<file path="src/rtl/wb_port_arbiter.sv">
// rtl/wb_port_arbiter.sv - two-requester writeback arbiter for the register-file write port
//
// Shares one register-file write port between the ALU result path (requester 0)
// and the load result path (requester 1). Arbitration is round-robin, with a
// starvation bound: a requester that has lost MAX_WAIT times in a row is forced
// to win. The grant is combinational. The write itself leaves through a register
// stage, so it appears one cycle after the handshake.
//
// Ports:
//   clk, rst                   rising-edge clock, asynchronous active-high reset
//   req0_valid/addr/data       ALU writeback request
//   req0_ready                 ALU request accepted this cycle
//   req1_valid/addr/data       load writeback request
//   req1_ready                 load request accepted this cycle
//   regwrite                   register-file write enable (registered)
//   writeaddress, writedata    register-file write address/data (registered, held)
//   last_grant                 index of the most recently granted requester
module wb_port_arbiter #(
    parameter int DATA_W      = 32,
    parameter int ADDR_W      = 5,
    parameter int MAX_WAIT    = 3,
    parameter int R0_WRITABLE = 1
) (
    input  logic              clk,
    input  logic              rst,
    input  logic              req0_valid,
    input  logic [ADDR_W-1:0] req0_addr,
    input  logic [DATA_W-1:0] req0_data,
    output logic              req0_ready,
    input  logic              req1_valid,
    input  logic [ADDR_W-1:0] req1_addr,
    input  logic [DATA_W-1:0] req1_data,
    output logic              req1_ready,
    output logic              regwrite,
    output logic [ADDR_W-1:0] writeaddress,
    output logic [DATA_W-1:0] writedata,
    output logic              last_grant
);

    localparam logic [3:0] MAXW = 4'(MAX_WAIT);

    logic [3:0] wait0;
    logic [3:0] wait1;
    logic       grant0;
    logic       grant1;
    logic       xfer0;
    logic       xfer1;

    // A starved requester overrides round-robin. Both counters cannot be
    // saturated at the same time: whenever one requester loses, the other
    // requester's transfer clears that other requester's counter.
    always_comb begin
        grant0 = 1'b0;
        grant1 = 1'b0;
        if (req0_valid && !req1_valid) begin
            grant0 = 1'b1;
        end else if (!req0_valid && req1_valid) begin
            grant1 = 1'b1;
        end else if (req0_valid && req1_valid) begin
            if (wait0 == MAXW) begin
                grant0 = 1'b1;
            end else if (wait1 == MAXW) begin
                grant1 = 1'b1;
            end else if (last_grant) begin
                grant0 = 1'b1;
            end else begin
                grant1 = 1'b1;
            end
        end
    end

    assign req0_ready = grant0;
    assign req1_ready = grant1;
    assign xfer0      = req0_valid && grant0;
    assign xfer1      = req1_valid && grant1;

    // A grant to register 0 is still consumed when R0 is not writable, but it
    // produces no write enable.
    function automatic logic addr_writes(input logic [ADDR_W-1:0] a);
        return (R0_WRITABLE != 0) || (a != '0);
    endfunction

    always_ff @(posedge clk or posedge rst) begin
        if (rst) begin
            regwrite     <= 1'b0;
            writeaddress <= '0;
            writedata    <= '0;
            last_grant   <= 1'b1;
        end else if (xfer0) begin
            regwrite     <= addr_writes(req0_addr);
            writeaddress <= req0_addr;
            writedata    <= req0_data;
            last_grant   <= 1'b0;
        end else if (xfer1) begin
            regwrite     <= addr_writes(req1_addr);
            writeaddress <= req1_addr;
            writedata    <= req1_data;
            last_grant   <= 1'b1;
        end else begin
            regwrite     <= 1'b0;
        end
    end

    always_ff @(posedge clk or posedge rst) begin
        if (rst) begin
            wait0 <= 4'd0;
            wait1 <= 4'd0;
        end else begin
            if (!req0_valid || xfer0) begin
                wait0 <= 4'd0;
            end else if (wait0 != MAXW) begin
                wait0 <= wait0 + 4'd1;
            end
            if (!req1_valid || xfer1) begin
                wait1 <= 4'd0;
            end else if (wait1 != MAXW) begin
                wait1 <= wait1 + 4'd1;
            end
        end
    end

endmodule
</file>
<file path="config.mk">
export PLATFORM = sky130hd
export DESIGN_NAME = wb_port_arbiter
export DESIGN_NICKNAME = d
export VERILOG_FILES = /design/src/rtl/wb_port_arbiter.sv
export SDC_FILE = /design/constraint.sdc
export NUM_CORES = 1
export LEC_CHECK = 0
export ABC_AREA = 1
export CORE_AREA = 2 2 84 86
export CTS_BUF_LIST = sky130_fd_sc_hd__clkbuf_2
export CTS_CLUSTER_DIAMETER = 150
export DETAILED_ROUTE_END_ITERATION = 12
export DIE_AREA = 0 0 86 88
export PLACE_DENSITY = 0.71
export REMOVE_ABC_BUFFERS = 1
export SYNTH_ARGS = -nofsm -noshare
export SYNTH_HDL_FRONTEND = slang
export SYNTH_SLANG_ARGS = --single-unit
</file>
<file path="constraint.sdc">
create_clock -name clk -period 2.2 [get_ports clk]
set_input_delay 0.44 -clock clk [delete_from_list [all_inputs] [get_ports clk]]
set_output_delay 0.44 -clock clk [all_outputs]
set_load 0.01 [all_outputs]
</file>
==> metrics.txt <==
# TYPE chip_impl_metric gauge
chip_impl_info{name="outcome",value="finished, final reports clean"} 1
chip_impl_metric{name="synth.mux.area_fraction",unit=""} 0
chip_impl_info{name="cts_tree",value="built"} 1
chip_impl_metric{name="synthXorXnorAreaFrac",unit=""} 0.0156
chip_impl_metric{name="setup_viol_count_final",unit=""} 0
chip_impl_info{name="rsz0062_at_grt",value="false"} 1
chip_impl_metric{name="floorplan.die_area",unit="µm²"} 7570
chip_impl_metric{name="grt_overflow_total",unit=""} 0
chip_impl_metric{name="number_of_design_rule_violations_left_after_detail_routing",unit=""} 0
chip_impl_metric{name="yosys_warnings",unit=""} 0
chip_impl_info{name="crit_start",value="wait1[0]$_DFFE_PP0P_"} 1
chip_impl_info{name="synth.area.top_cells",value="sky130_fd_sc_hd__dfrtp_1, sky130_fd_sc_hd__nand3_1, sky130_fd_sc_hd__nand2_1"} 1
chip_impl_metric{name="power.static_leakage",unit="nW"} 1.62
chip_impl_metric{name="synth.lib_cells_used.distinct",unit=""} 24
chip_impl_metric{name="synth-compound-area-share",unit=""} 0.00223
chip_impl_metric{name="final_net_count",unit=""} 472
chip_impl_metric{name="post-dp-hpwl",unit="µm"} 4590
chip_impl_metric{name="critical_path_arrival",unit="ns"} 1.57
chip_impl_metric{name="cp_slowest_stage_delay",unit="ns"} 0.47
chip_impl_info{name="timing.rr.end",value="writedata[2]$_DFFE_PP0P_"} 1
chip_impl_metric{name="power.net_switching",unit="W"} 0.000582
chip_impl_metric{name="maximum_achievable_frequency",unit="GHz"} 0.498
chip_impl_info{name="min-delay-path-class",value="input pin to async pin"} 1
chip_impl_metric{name="numCtsBuffers",unit=""} 5
chip_impl_metric{name="first_pass_iteration_count_of_the_detailed_router",unit=""} 4
chip_impl_info{name="synth_top_family_by_area",value="simple AND/OR/NAND/NOR gates"} 1
chip_impl_info{name="critical-path-slowest-cell",value="sky130_fd_sc_hd__dfrtp_1"} 1
chip_impl_metric{name="cp.buffers_inverters",unit=""} 2
chip_impl_metric{name="clockBufferDepth",unit=""} 2
chip_impl_info{name="startpoint_type",value="flop"} 1
chip_impl_metric{name="finalWeightedCongestion",unit=""} 0.786
chip_impl_metric{name="fillCellCount",unit=""} 646
chip_impl_info{name="worstPathCellList",value="ha_4 -> nand2_2 -> nand2_2 -> nand3_4 -> nand2_2 -> inv_2 -> clkbuf_2"} 1
chip_impl_metric{name="postSynthCellCount",unit=""} 270
chip_impl_metric{name="regArea",unit="µm²"} 1180
chip_impl_metric{name="critical_path_required",unit="ns"} 1.76
chip_impl_metric{name="io_buffers",unit=""} 118
chip_impl_metric{name="vias_per_cell",unit=""} 4.71
chip_impl_info{name="clock_tree.root_cell",value="sky130_fd_sc_hd__clkbuf_2"} 1
chip_impl_metric{name="htreeDepth",unit=""} 2
chip_impl_metric{name="clk-insertion-delay-late",unit="ns"} 0.41
chip_impl_metric{name="cp.depth",unit=""} 7
chip_impl_metric{name="total_power",unit="W"} 0.00197
chip_impl_metric{name="holdBufCountCts",unit=""} 0
chip_impl_info{name="critical_path_class",value="flop to primary output"} 1
chip_impl_metric{name="synth_top_area_frac",unit=""} 0.512
chip_impl_metric{name="initial_antenna_violation_count",unit=""} 0
chip_impl_metric{name="antenna_nets_post_route",unit=""} 0
chip_impl_metric{name="holdWs",unit="ns"} 0.320
chip_impl_metric{name="synth_fa_ha_area_frac",unit=""} 0.0111
chip_impl_info{name="critical_path.reg2reg.startpoint",value="wait1[0]$_DFFE_PP0P_"} 1
chip_impl_metric{name="max_slew.worst_pin.slew",unit="ns"} 0.452
chip_impl_metric{name="synth-seq-cells",unit=""} 47
chip_impl_metric{name="cell_internal_pwr",unit="W"} 0.00139
chip_impl_metric{name="p_sw_frac",unit=""} 0.296
chip_impl_info{name="worst_path_dominant_cell_family",value="flip-flops"} 1
chip_impl_metric{name="wl_per_cell",unit="µm"} 13.5
chip_impl_metric{name="drive_gt1_frac",unit=""} 0.0916
chip_impl_metric{name="areaGrowthSynthToFinish",unit="%"} 59.1
chip_impl_metric{name="initial_standard_cell_utilization_of_the_core",unit=""} 0.338
chip_impl_metric{name="power_frac_clock",unit=""} 0.175
chip_impl_metric{name="clock-sinks",unit=""} 47
chip_impl_metric{name="maximum_number_of_pins_on_one_net_before_global_route_repair",unit=""} 37
chip_impl_metric{name="slew_headroom",unit=""} 0.698
chip_impl_metric{name="ant_diodes",unit=""} 0
chip_impl_metric{name="synth_area_per_inst",unit="µm²"} 8.32
chip_impl_metric{name="dr_total_vias",unit=""} 2226
chip_impl_metric{name="die-height",unit="µm"} 88
chip_impl_metric{name="power_density",unit="nW/µm²"} 550
chip_impl_metric{name="clock_period_minus_final_worst_setup_slack",unit="ns"} 2.01
chip_impl_info{name="setup.worst_path.end",value="req0_ready"} 1
chip_impl_metric{name="final.period_utilization",unit=""} 0.912
chip_impl_info{name="most_frequent_cell_on_critical_path",value="sky130_fd_sc_hd__nand2_2"} 1
chip_impl_metric{name="synthesized_area_fraction_occupied_by_and_or_nand_nor_cells",unit=""} 0.371
chip_impl_metric{name="maxCapViolCount",unit=""} 0
chip_impl_metric{name="core.rowCount",unit=""} 30
chip_impl_metric{name="drv_slew",unit=""} 0
chip_impl_info{name="post-synth-top-area-cell",value="sky130_fd_sc_hd__dfrtp_1"} 1
chip_impl_metric{name="mappedNetlistArea",unit="µm²"} 2250
chip_impl_metric{name="vdd_drop_max",unit="mV"} 0.200
chip_impl_metric{name="finalWirelength",unit="µm"} 6370
chip_impl_metric{name="gr-usage-all-layers",unit=""} 0.179
chip_impl_metric{name="finClkSkew",unit="ns"} 0.0206
chip_impl_metric{name="first_iter_violations",unit=""} 64
chip_impl_metric{name="register_share_of_total_power",unit=""} 0.512
chip_impl_metric{name="first_global_vias",unit=""} 2224
chip_impl_metric{name="largest_fanout_on_the_critical_path",unit=""} 4
chip_impl_metric{name="ff2ff_setup_slack",unit="ns"} 0.69
chip_impl_metric{name="pin_count",unit=""} 119
chip_impl_metric{name="combinationalPowerShare",unit=""} 0.313
chip_impl_metric{name="logic_depth_of_the_worst_register_to_register_path",unit=""} 8
chip_impl_info{name="end_kind",value="primary output"} 1
chip_impl_metric{name="die_w",unit="µm"} 86
chip_impl_metric{name="grt_pass1_wl",unit="µm"} 10600
chip_impl_metric{name="finalHoldViolCount",unit=""} 0
chip_impl_metric{name="post_cts_clock_slew_at_the_launch_and_capture_registers_of_the_worst_setup_and_hold_paths",unit="ns"} 0.23
chip_impl_metric{name="multi_input_comb_area",unit="µm²"} 917
chip_impl_metric{name="yosysSeqAreaShare",unit=""} 0.524
chip_impl_metric{name="core_area",unit="µm²"} 6640
[logic make-up (layout without fill, tap and decap cells)]
| family | after synthesis | in the layout |
|---|---|---|
| xor+xnor | 4 | 4 |
| simple gates | 183 | 183 |
| buf+inv | 33 | 156 |
| compound gates | 1 | 1 |
| fa+ha+maj | 2 | 2 |
| flops | 47 | 47 |
[registers in the layout (all words and copies together) (netlist names)]
signal        flops
writedata        32
last_grant        1
regwrite          1
writeaddress      5
wait1             4
wait0             4
[metal layers]
layer | vias to the layer above | share of wire | global-route usage | wire (µm)
met5 | - | 0 | 0 | 0
met4 | 0 | 0.010 | 0.0462 | 64
met3 | 6 | 0.092 | 0.0650 | 588
met2 | 86 | 0.46 | 0.297 | 2920
met1 | 1024 | 0.44 | 0.223 | 2790
li1 | 1110 | - | - | -
[layout by cell type (no fill, tap or decap), drive strengths merged]
master	netlist	layout
nand2	83	83
xnor2	1	1
dfstp	1	1
ha	2	2
o21ai	1	1
nor3b	1	1
buf	13	15
xor2	3	3
clkdlybuf4s50	0	115
dfrtp	46	46
inv	16	16
nand3	80	80
nor3	3	3
clkinv	0	2
nor2	16	16
clkbuf	4	8
[metrics by stage]
| step | setup TNS (ns) | worst slack (ns) | util | instances | cell area [µm²] |
|---|---|---|---|---|---|
| 2_1_floorplan | 0 | 0.396 | - | 253 | 2140 |
| 5_1_grt | 0 | 0.0541 | 0.538 | 473 | 3580 |
| 6_report | 0 | 0.193 | 0.538 | 473 | 3580 |
| 4_1_cts | 0 | 0.0215 | 0.536 | 472 | 3560 |
| 3_5_place_dp | -0.0388 | -0.0388 | 0.528 | 462 | 3510 |
| 3_3_place_gp | -0.0311 | -0.0311 | 0.528 | 462 | 3510 |
[how the worst min path moves through the flow]
stage | start | cells past startpoint | endpoint
after floorplan | wait0[0]$_DFFE_PP0P_ | 1 | wait0[0]$_DFFE_PP0P_
after global placement | wait0[0]$_DFFE_PP0P_ | 1 | wait0[0]$_DFFE_PP0P_
after detailed placement | wait0[0]$_DFFE_PP0P_ | 1 | wait0[0]$_DFFE_PP0P_
after CTS | rst | 2 | writedata[19]$_DFFE_PP0P_
after global routing | rst | 2 | writedata[19]$_DFFE_PP0P_
final | rst | 2 | writedata[19]$_DFFE_PP0P_
[Yosys cell counts (all sizes together)]
cell	n
buf	13
clkbuf	4
xnor2	1
dfrtp	46
xor2	3
nor3b	1
nand2	83
ha	2
o21ai	1
nor2	16
inv	16
dfstp	1
nand3	80
nor3	3
[area by class of cell]
type / instances / share of cell area
Timing Repair Buffer: 132 / 0.359
Clock inverter: 2 / 0.00210
Clock buffer: 6 / 0.00840
Inverter: 16 / 0.0168
Multi-Input combinational cell: 190 / 0.256
Tap cell: 80 / 0.0280
Sequential cell: 47 / 0.329
[power by group through the flow]
stage | combinational (W) | sequential (W) | clock (W)
after floorplan | 0.000166 | 0.00106 | 0
after global placement | 0.000616 | 0.00102 | 0
after detailed placement | 0.000623 | 0.00102 | 0
after CTS | 0.000626 | 0.00101 | 0.000365
after global routing | 0.000675 | 0.00102 | 0.000402
final | 0.000617 | 0.00101 | 0.000344
[timing repair]
item / in CTS / in global routing
setup buffers: 2 / 1
gates resized for setup: 4 / 6
setup endpoints to repair: 2 / 2
(Power assumes the default switching activity.)
